$ cat config.mk
export PLATFORM = sky130hd
export DESIGN_NAME = mem_access_stage
export DESIGN_NICKNAME = d
export VERILOG_FILES = /design/src/rtl/cpu_types_pkg.sv /design/src/rtl/ll_sc_link.sv /design/src/rtl/mem_access_stage.sv
export SDC_FILE = /design/constraint.sdc
export NUM_CORES = 1
export LEC_CHECK = 0
export CAP_MARGIN = 20
export CORE_UTILIZATION = 30
export CTS_CLUSTER_DIAMETER = 100
export DETAILED_ROUTE_END_ITERATION = 10
export PLACE_DENSITY = 0.61
export SLEW_MARGIN = 20
export SYNTH_ARGS = -nofsm -noshare
export SYNTH_HDL_FRONTEND = slang
export SYNTH_HIERARCHICAL = 1
export SYNTH_SLANG_ARGS = --single-unit
export TNS_END_PERCENT = 100
$ cat constraint.sdc
create_clock -name CLK -period 4.79 [get_ports CLK]
set_input_delay 0.958 -clock CLK [delete_from_list [all_inputs] [get_ports CLK]]
set_output_delay 0.958 -clock CLK [all_outputs]
set_load 0.03 [all_outputs]
$ cat src/rtl/cpu_types_pkg.sv
// Shared types for the memory-access stage: word type, stage FSM encoding and
// the low address bit where word-granular comparisons start.
package cpu_types_pkg;
  localparam int WADDR_LSB = 2;

  typedef logic [31:0] word_t;

  typedef enum logic [1:0] {
    IDLE = 2'd0,
    REQ  = 2'd1,
    DONE = 2'd2
  } mem_state_t;
endpackage

$ cat src/rtl/ll_sc_link.sv
// LL/SC link register: set by a completed LL, cleared by SC, by a local store
// to the linked word, or by a remote snoop of the linked word.
module ll_sc_link
  import cpu_types_pkg::*;
#(
  parameter int WORD_W = 32
) (
  input  logic              CLK,
  input  logic              nRST,
  input  logic              set,
  input  logic              clear,
  input  logic              st_valid,
  input  logic [WORD_W-1:0] req_addr,
  input  logic              snoop_valid,
  input  logic [WORD_W-1:0] snoop_addr,
  input  logic [WORD_W-1:0] chk_addr,
  output logic              sc_ok,
  output logic              link_valid
);
  localparam int HI = WORD_W - 1;

  logic                 link_valid_q, link_valid_d;
  logic [HI:WADDR_LSB]  link_addr_q, link_addr_d;
  logic                 st_match, snoop_match;
  logic                 unused_lsbs;

  // Snoop is checked against the address this cycle's LL would install, so a
  // racing remote write still kills the fresh link.
  always_comb begin
    link_addr_d  = set ? req_addr[HI:WADDR_LSB] : link_addr_q;
    st_match     = st_valid && (req_addr[HI:WADDR_LSB] == link_addr_q);
    snoop_match  = snoop_valid && (snoop_addr[HI:WADDR_LSB] == link_addr_d);
    link_valid_d = (link_valid_q || set) && !clear && !st_match && !snoop_match;
  end

  always_ff @(posedge CLK or posedge nRST) begin
    if (nRST) begin
      link_valid_q <= 1'b0;
      link_addr_q  <= '0;
    end else begin
      link_valid_q <= link_valid_d;
      link_addr_q  <= link_addr_d;
    end
  end

  assign sc_ok       = link_valid_q && (chk_addr[HI:WADDR_LSB] == link_addr_q);
  assign link_valid  = link_valid_q;
  assign unused_lsbs = ^{req_addr[WADDR_LSB-1:0], snoop_addr[WADDR_LSB-1:0],
                         chk_addr[WADDR_LSB-1:0]};
endmodule

$ cat src/rtl/mem_access_stage.sv
// Memory-access stage: holds the EX/M memory request toward the dcache until
// dhit, stalls upstream meanwhile, and hands a registered result to M/WB.
module mem_access_stage
  import cpu_types_pkg::*;
#(
  parameter int WORD_W = 32
) (
  input  logic              CLK,
  input  logic              nRST,
  input  logic              flush,
  input  logic              ex_valid,
  input  logic              ex_dREN,
  input  logic              ex_dWEN,
  input  logic              ex_ll,
  input  logic              ex_sc,
  input  logic [WORD_W-1:0] ex_addr,
  input  logic [WORD_W-1:0] ex_store,
  input  logic              dhit,
  input  logic [WORD_W-1:0] dmemload,
  input  logic              snoop_valid,
  input  logic [WORD_W-1:0] snoop_addr,
  output logic              dREN,
  output logic              dWEN,
  output logic [WORD_W-1:0] daddr,
  output logic [WORD_W-1:0] dstore,
  output logic              mem_stall,
  output logic              mem_done,
  output logic [WORD_W-1:0] load_data,
  output logic              link_valid
);
  mem_state_t        state_q, state_d;
  logic              req_ren_q, req_ren_d;
  logic              req_wen_q, req_wen_d;
  logic              req_ll_q, req_ll_d;
  logic              req_sc_q, req_sc_d;
  logic [WORD_W-1:0] req_addr_q, req_addr_d;
  logic [WORD_W-1:0] req_store_q, req_store_d;
  logic [WORD_W-1:0] load_data_q, load_data_d;
  logic              mem_op, hit_req, sc_ok;

  assign mem_op  = ex_valid && !flush && (ex_dREN || ex_dWEN);
  assign hit_req = (state_q == REQ) && dhit;

  always_comb begin
    state_d     = state_q;
    req_ren_d   = req_ren_q;
    req_wen_d   = req_wen_q;
    req_ll_d    = req_ll_q;
    req_sc_d    = req_sc_q;
    req_addr_d  = req_addr_q;
    req_store_d = req_store_q;
    load_data_d = load_data_q;
    mem_stall   = 1'b0;
    mem_done    = 1'b0;
    case (state_q)
      IDLE: begin
        if (mem_op) begin
          mem_stall = 1'b1;
          if (ex_sc && !sc_ok) begin
            load_data_d = '0;
            state_d     = DONE;
          end else begin
            req_ren_d   = ex_dREN && !ex_dWEN;
            req_wen_d   = ex_dWEN;
            req_ll_d    = ex_ll;
            req_sc_d    = ex_sc;
            req_addr_d  = ex_addr;
            req_store_d = ex_store;
            state_d     = REQ;
          end
        end else begin
          mem_done = ex_valid && !flush;
        end
      end
      REQ: begin
        mem_stall = 1'b1;
        if (dhit) begin
          if (req_ren_q) load_data_d = dmemload;
          else if (req_sc_q) load_data_d = {{(WORD_W-1){1'b0}}, 1'b1};
          state_d = DONE;
        end
      end
      DONE: begin
        mem_done = !flush;
        state_d  = IDLE;
      end
      default: state_d = IDLE;
    endcase
    // Outputs stay quiet while reset is held, even with a live EX/M latch.
    if (nRST) begin
      mem_stall = 1'b0;
      mem_done  = 1'b0;
    end
  end

  always_ff @(posedge CLK or posedge nRST) begin
    if (nRST) begin
      state_q     <= IDLE;
      req_ren_q   <= 1'b0;
      req_wen_q   <= 1'b0;
      req_ll_q    <= 1'b0;
      req_sc_q    <= 1'b0;
      req_addr_q  <= '0;
      req_store_q <= '0;
      load_data_q <= '0;
    end else begin
      state_q     <= state_d;
      req_ren_q   <= req_ren_d;
      req_wen_q   <= req_wen_d;
      req_ll_q    <= req_ll_d;
      req_sc_q    <= req_sc_d;
      req_addr_q  <= req_addr_d;
      req_store_q <= req_store_d;
      load_data_q <= load_data_d;
    end
  end

  ll_sc_link #(.WORD_W(WORD_W)) u_link (
    .CLK         (CLK),
    .nRST        (nRST),
    .set         (hit_req && req_ll_q),
    .clear       (hit_req && req_sc_q),
    .st_valid    (hit_req && req_wen_q && !req_sc_q),
    .req_addr    (req_addr_q),
    .snoop_valid (snoop_valid),
    .snoop_addr  (snoop_addr),
    .chk_addr    (ex_addr),
    .sc_ok       (sc_ok),
    .link_valid  (link_valid)
  );

  assign dREN      = (state_q == REQ) && req_ren_q;
  assign dWEN      = (state_q == REQ) && req_wen_q;
  assign daddr     = req_addr_q;
  assign dstore    = req_store_q;
  assign load_data = load_data_q;
endmodule

After elaboration in Yosys (flattened, before gate mapping)
Index checks and enable logic that the tools add are counted.
{ "classes": {"mux": 17, "n_reduce_logical": 31, "bitwise_logic": 1, "eq_ne": 9} }
{ "ops": {"columns": ["operator", "count"], "rows": [
  ["$mux 32", 5],
  ["$eq 30x30->1", 3],
  ["$pmux 32 s2", 1],
  ["$mux 30", 1],
  ["$logic_and 1x1->1", 17],
  ["$logic_not 1->1", 7],
  ["$mux 2", 3],
  ["$ne 2x2->1 const B", 3],
  ["$reduce_and 5->1", 1],
  ["$mux 1", 4],
  ["$pmux 1 s2", 2],
  ["$pmux 2 s2", 1],
  ["$ne 3x3->1 const B", 1],
  ["$reduce_and 3->1", 1],
  ["$eq 2x1->1 const B", 1],
  ["$eq 2x2->1 const B", 1],
  ["$logic_not 2->1", 1],
  ["$logic_or 1x1->1", 2],
  ["$reduce_and 2->1", 1],
  ["$reduce_bool 2->1", 1],
  ["$not 1->1", 1]
]} }
{ "totals": {"output_inout_bits": 101, "ff_bits": 133} }

Depth between registers and ports, before layout
{ "logic_depth": {"word_depth": 8, "ltp_mapped": 9, "ltp_nobuf": 7} }

Modules after synthesis
Netlist, hierarchy kept.
{ "by_module_without_submodules": {"columns": ["mod", "cells_each", "area_per_inst_um2", "instances"], "rows": [
  ["mem_access_stage", 311, 4197.8, 1],
  ["ll_sc_link", 188, 2237.1, 1]
]} }

Worst setup path before layout
OpenSTA, ideal clock, no wires.
{ "synth_path": {"path_kind": "input to register", "from": "in ex_addr[5]", "to": "reg req_addr_q[28], in the netlist daddr[28]", "setup_time_ns": 0.127, "path_stages": 9, "n_path_buf": 2, "path_slack_ns": 1.638, "arrival_time_ns": 3.024, "path_cell_list": "xnor2_1 > nand4_1 > or4_1 > nor4_1 > nor2b_1 > nor3_4 > buf_6 > buf_6 > mux2_1"} }
{ "synth_between": {"elab_chain_cells": 6} }
{ "synth_lines": {"columns": ["item", "line_no", "text"], "rows": [
  ["start: declaration", "mem_access_stage.sv:16", "input logic [WORD_W-1:0] ex_addr,"],
  ["$eq 30x30->1", "ll_sc_link.sv:46", "assign sc_ok = link_valid_q && (chk_addr[HI:WADDR_LSB] == link_addr_q);"],
  ["$logic_and 1x1->1", "ll_sc_link.sv:46", null],
  ["via sc_ok", "mem_access_stage.sv:39", "logic mem_op, hit_req, sc_ok;"],
  ["$logic_not 1->1", "mem_access_stage.sv:59", "if (ex_sc && !sc_ok) begin"],
  ["$logic_and 1x1->1", "mem_access_stage.sv:59", null],
  ["$not 1->1 (no line)", null, null],
  ["$reduce_and 3->1 (no line)", null, null],
  ["end signal: assignment", "mem_access_stage.sv:112", "req_addr_q <= req_addr_d;"],
  ["end: declaration", "mem_access_stage.sv:36", "logic [WORD_W-1:0] req_addr_q, req_addr_d;"]
]} }
The timed path passes the listed nets, and every way through them passes these cells.
A chain may end at the register's enable or synchronous reset.

Final worst setup path
{ "layout_path": {"from": "in ex_addr[8]", "to": "reg req_store_q[22], in the netlist dstore[22]"} }
{ "layout_between": {"elab_chain_cells": 6} }
{ "layout_lines": {"columns": ["item", "line_no", "text"], "rows": [
  ["$eq 30x30->1", "ll_sc_link.sv:46", null],
  ["$logic_and 1x1->1", "ll_sc_link.sv:46", null],
  ["via sc_ok", "mem_access_stage.sv:39", null],
  ["$logic_not 1->1", "mem_access_stage.sv:59", null],
  ["$logic_and 1x1->1", "mem_access_stage.sv:59", null],
  ["$not 1->1 (no line)", null, null],
  ["$reduce_and 3->1 (no line)", null, null],
  ["end signal: assignment", "mem_access_stage.sv:113", "req_store_q <= req_store_d;"],
  ["end: declaration", "mem_access_stage.sv:37", "logic [WORD_W-1:0] req_store_q, req_store_d;"]
]} }
The timed path passes the listed nets, and every way through them passes these cells.

==> results.cfg <==
[sta]
fin_skew_ns = 0.00763
layout_setup_ws_ns = 0.895
finalHoldViolCount = 0
fmax_mhz = 257
worst_pin_slew_ns = 0.898
tns_ns = 0
setup_viol = 0
period_share = 0.813
relSlewSlack = 0.401
rsz0062_at_grt = no
slew_viol_final = 0
finalCriticalPeriod_ns = 3.89

[critical_path]
worst_ep_arrival_time_ns = 4.19
slowest_stage = or4_1
cp_top_family = simple AND/OR/NAND/NOR gates
start_kind = input port
reg2regPathDepth = 9
crit_path_max_fanout = 29
path_cells = clkdlybuf4s50_1 > xnor2_1 > nand4_1 > or4_1 > nor4_1 > buf_4 > nor2b_1 > nor3_4 > buf_4 > mux2_1
critPathKind = input port to flop
crit_path_end_kind = flop
cp.required_ns = 5.08
crit_cells = 10
critPathBufInv = 3
cp_common_cell = buf_4
max_stage_delay_ns = 0.58

[cells_and_area]
nets = 883
area_growth_pct = 49.9
drive_above_1_share = 0.149
final_cell_mix = clkdlybuf4s50_1 (236), dfrtp_1 (133), xnor2_1 (84), mux2_2 (44), inv_1 (35)
final_common_cell = clkdlybuf4s50_1

[power_and_ir_drop]
p_leak_nw = 3.77
power_density_mw_per_mm2 = 500
vdd.ir_drop.worst_uv = 229

[clock_tree]
clk_pin_slew_worst_paths_ns = 0.06
postCtsHoldBufs = 0
clock_latency_ns = 0.41
cts_inserted_buffers = 17
cts_tree = yes
cts-root-buf = clkbuf_16
h-tree-depth = 4
postCtsSetupBuffers = 0
post_cts_resized = 0
cts_sinks = 133
clockBufferDepth = 2

[place]
hpwl_mm = 13.7
io_buffers = 236
gp_congestion = 0.817
dp_slack_ns = 0.397

[global_routing]
grt_pass1_vias = 5061
grt_pass1_wl_mm = 27.8
overflow = 0
grt_max_degree = 69
grtUsageTotal = 0.166
antenna_found_initial = 1

[die]
start_util = 0.306
rows = 53
die_w_um = 148
dieHeight_um = 148
pin_count = 239
dieArea_mm2 = 0.0220
core_area_mm2 = 0.0210

[synth]
synth_warnings = 6
synthAdderAreaFrac = 0
syn-num-nets = 637
synth_top_family_by_area = multiplexers
ys_ff_latch = 133
avgSynthCellArea_um2 = 12.9
synth_compound_area_frac = 0.0130
syn_area_mm2 = 0.00643
synthCells = 499
synth-seq-area-share = 0.517
synthSimpleGateAreaFrac = 0.0694
ys_types = 36
synth_mux_area_frac = 0.232
synth_xor_area_frac = 0.125

[detailed_routing]
postRouteWirelength_mm = 17.9
drc = 0
wl_per_cell_um = 17.3
firstDrtPassIters = 4
drt_iter0_markers = 183
viasPerCell = 4.47
drtAntennaViolNets = 0
vias = 4618

[outcome]
status = completed

[worst_hold_path]
worstHoldPathType = flop to flop
holdPathStages = 1

[run]
cap_violations = 0
synth_stat cells:
master	number	area, um^2
mux2_1	30	338
buf_2	4	20.0
a211o_1	1	8.76
or4_1	3	22.5
mux2i_1	33	330
buf_4	1	7.51
nand3_1	2	10.0
nor2_1	5	18.8
and3_1	2	12.5
o32a_1	1	10.0
nor4_1	7	43.8
xnor2_2	2	32.5
mux2_4	22	330
o21ai_1	1	5.00
a21oi_1	4	20.0
nor3_4	1	16.3
o21ai_0	1	5.00
inv_1	36	135
clkbuf_1	4	15.0
and3b_1	1	8.76
nand2b_1	2	12.5
dfrtp_1	133	3330
xor2_1	4	35.0
nor3_1	1	5.00
nand2_1	32	120
nor2b_1	2	12.5
or3_4	1	11.3
and2_1	1	6.26
o32ai_4	1	27.5
mux2_2	44	495
nand3b_1	1	7.51
nand4_1	21	131
xnor2_1	84	736
o21a_1	1	7.51
buf_6	9	101
nor3b_1	1	7.51
metrics by stage:
stage / cells / hold slack (ns) / area [um^2] / power (mW) / util
global route: 1034 / 0.503 / 9640 / 5.06 / 0.459
global placement: 1001 / 0.467 / 9080 / 3.57 / 0.432
CTS: 1033 / 0.489 / 9640 / 4.88 / 0.459
floorplan: 499 / 0.473 / 6430 / 2.85 / -
detailed placement: 1001 / 0.475 / 9080 / 3.61 / 0.432
finish: 1034 / 0.482 / 9640 / 4.82 / 0.459
cells by family (layout without fill, tap and decap cells):
family,Yosys count,after routing
AO/OA/AOI/OAI,10,10
AND/OR/NAND/NOR,83,83
flip-flops,133,133
multiplexers,129,129
XOR/XNOR,90,90
buffers and inverters,54,313
other,0,1
flip-flops by register name, indices dropped and copies added (netlist names):
register and cells:
daddr 32, req_ren_q 1, req_sc_q 1, dstore 32, u_link/link_addr_q 30, req_ll_q 1
load_data 32, u_link/link_valid 1, state_q 2, req_wen_q 1
metal layers:
| metal | part of all wire | GRT usage | vias to the layer above |
|---|---|---|---|
| met2 | 0.49 | 0.269 | 124 |
| met3 | 0.055 | 0.0451 | 21 |
| met5 | 0 | 0 | - |
| met4 | 0.017 | 0.0649 | 0 |
| li1 | - | - | 2181 |
| met1 | 0.44 | 0.211 | 2292 |
layout make-up:
cell class	instances	area, um^2
Fill cell	1900	11400
Inverter	36	138
Clock buffer	18	429
Antenna cell	1	2.50
Timing Repair Buffer	245	2440
Tap cell	275	344
Clock inverter	14	130
Multi-Input combinational cell	312	2830
Sequential cell	133	3330
power breakdown:
group | switching [mW] | leakage [nW] | internal [mW]
logic | 0.919 | 1.83 | 0.961
clock network | 0.517 | 0.259 | 0.718
registers | 0.280 | 1.68 | 1.43
worst reg2reg max path, delay by kind of cell, from the launching register on:
| family | cells | cell delay, ns |
|---|---|---|
| XOR/XNOR | 1 | 0.22 |
| flip-flops | 1 | 0.42 |
| multiplexers | 1 | 0.39 |
| buffers and inverters | 2 | 0.60 |
| AND/OR/NAND/NOR | 5 | 1.55 |
worst paths after layout:
kind                                  startpoint             to  slack (ns)
max                                   ex_addr[8]     dstore[22]        0.90
min                                    dstore[6]      dstore[6]        0.48
max reg2reg                u_link/link_addr_q[8]     dstore[22]        1.49
min reg2reg                            dstore[6]      dstore[6]        0.48
max in group asynchronous                   nRST  load_data[31]        2.58
min in group asynchronous                   nRST       req_sc_q        1.21
Note: power is estimated with default switching activity, not from simulation.
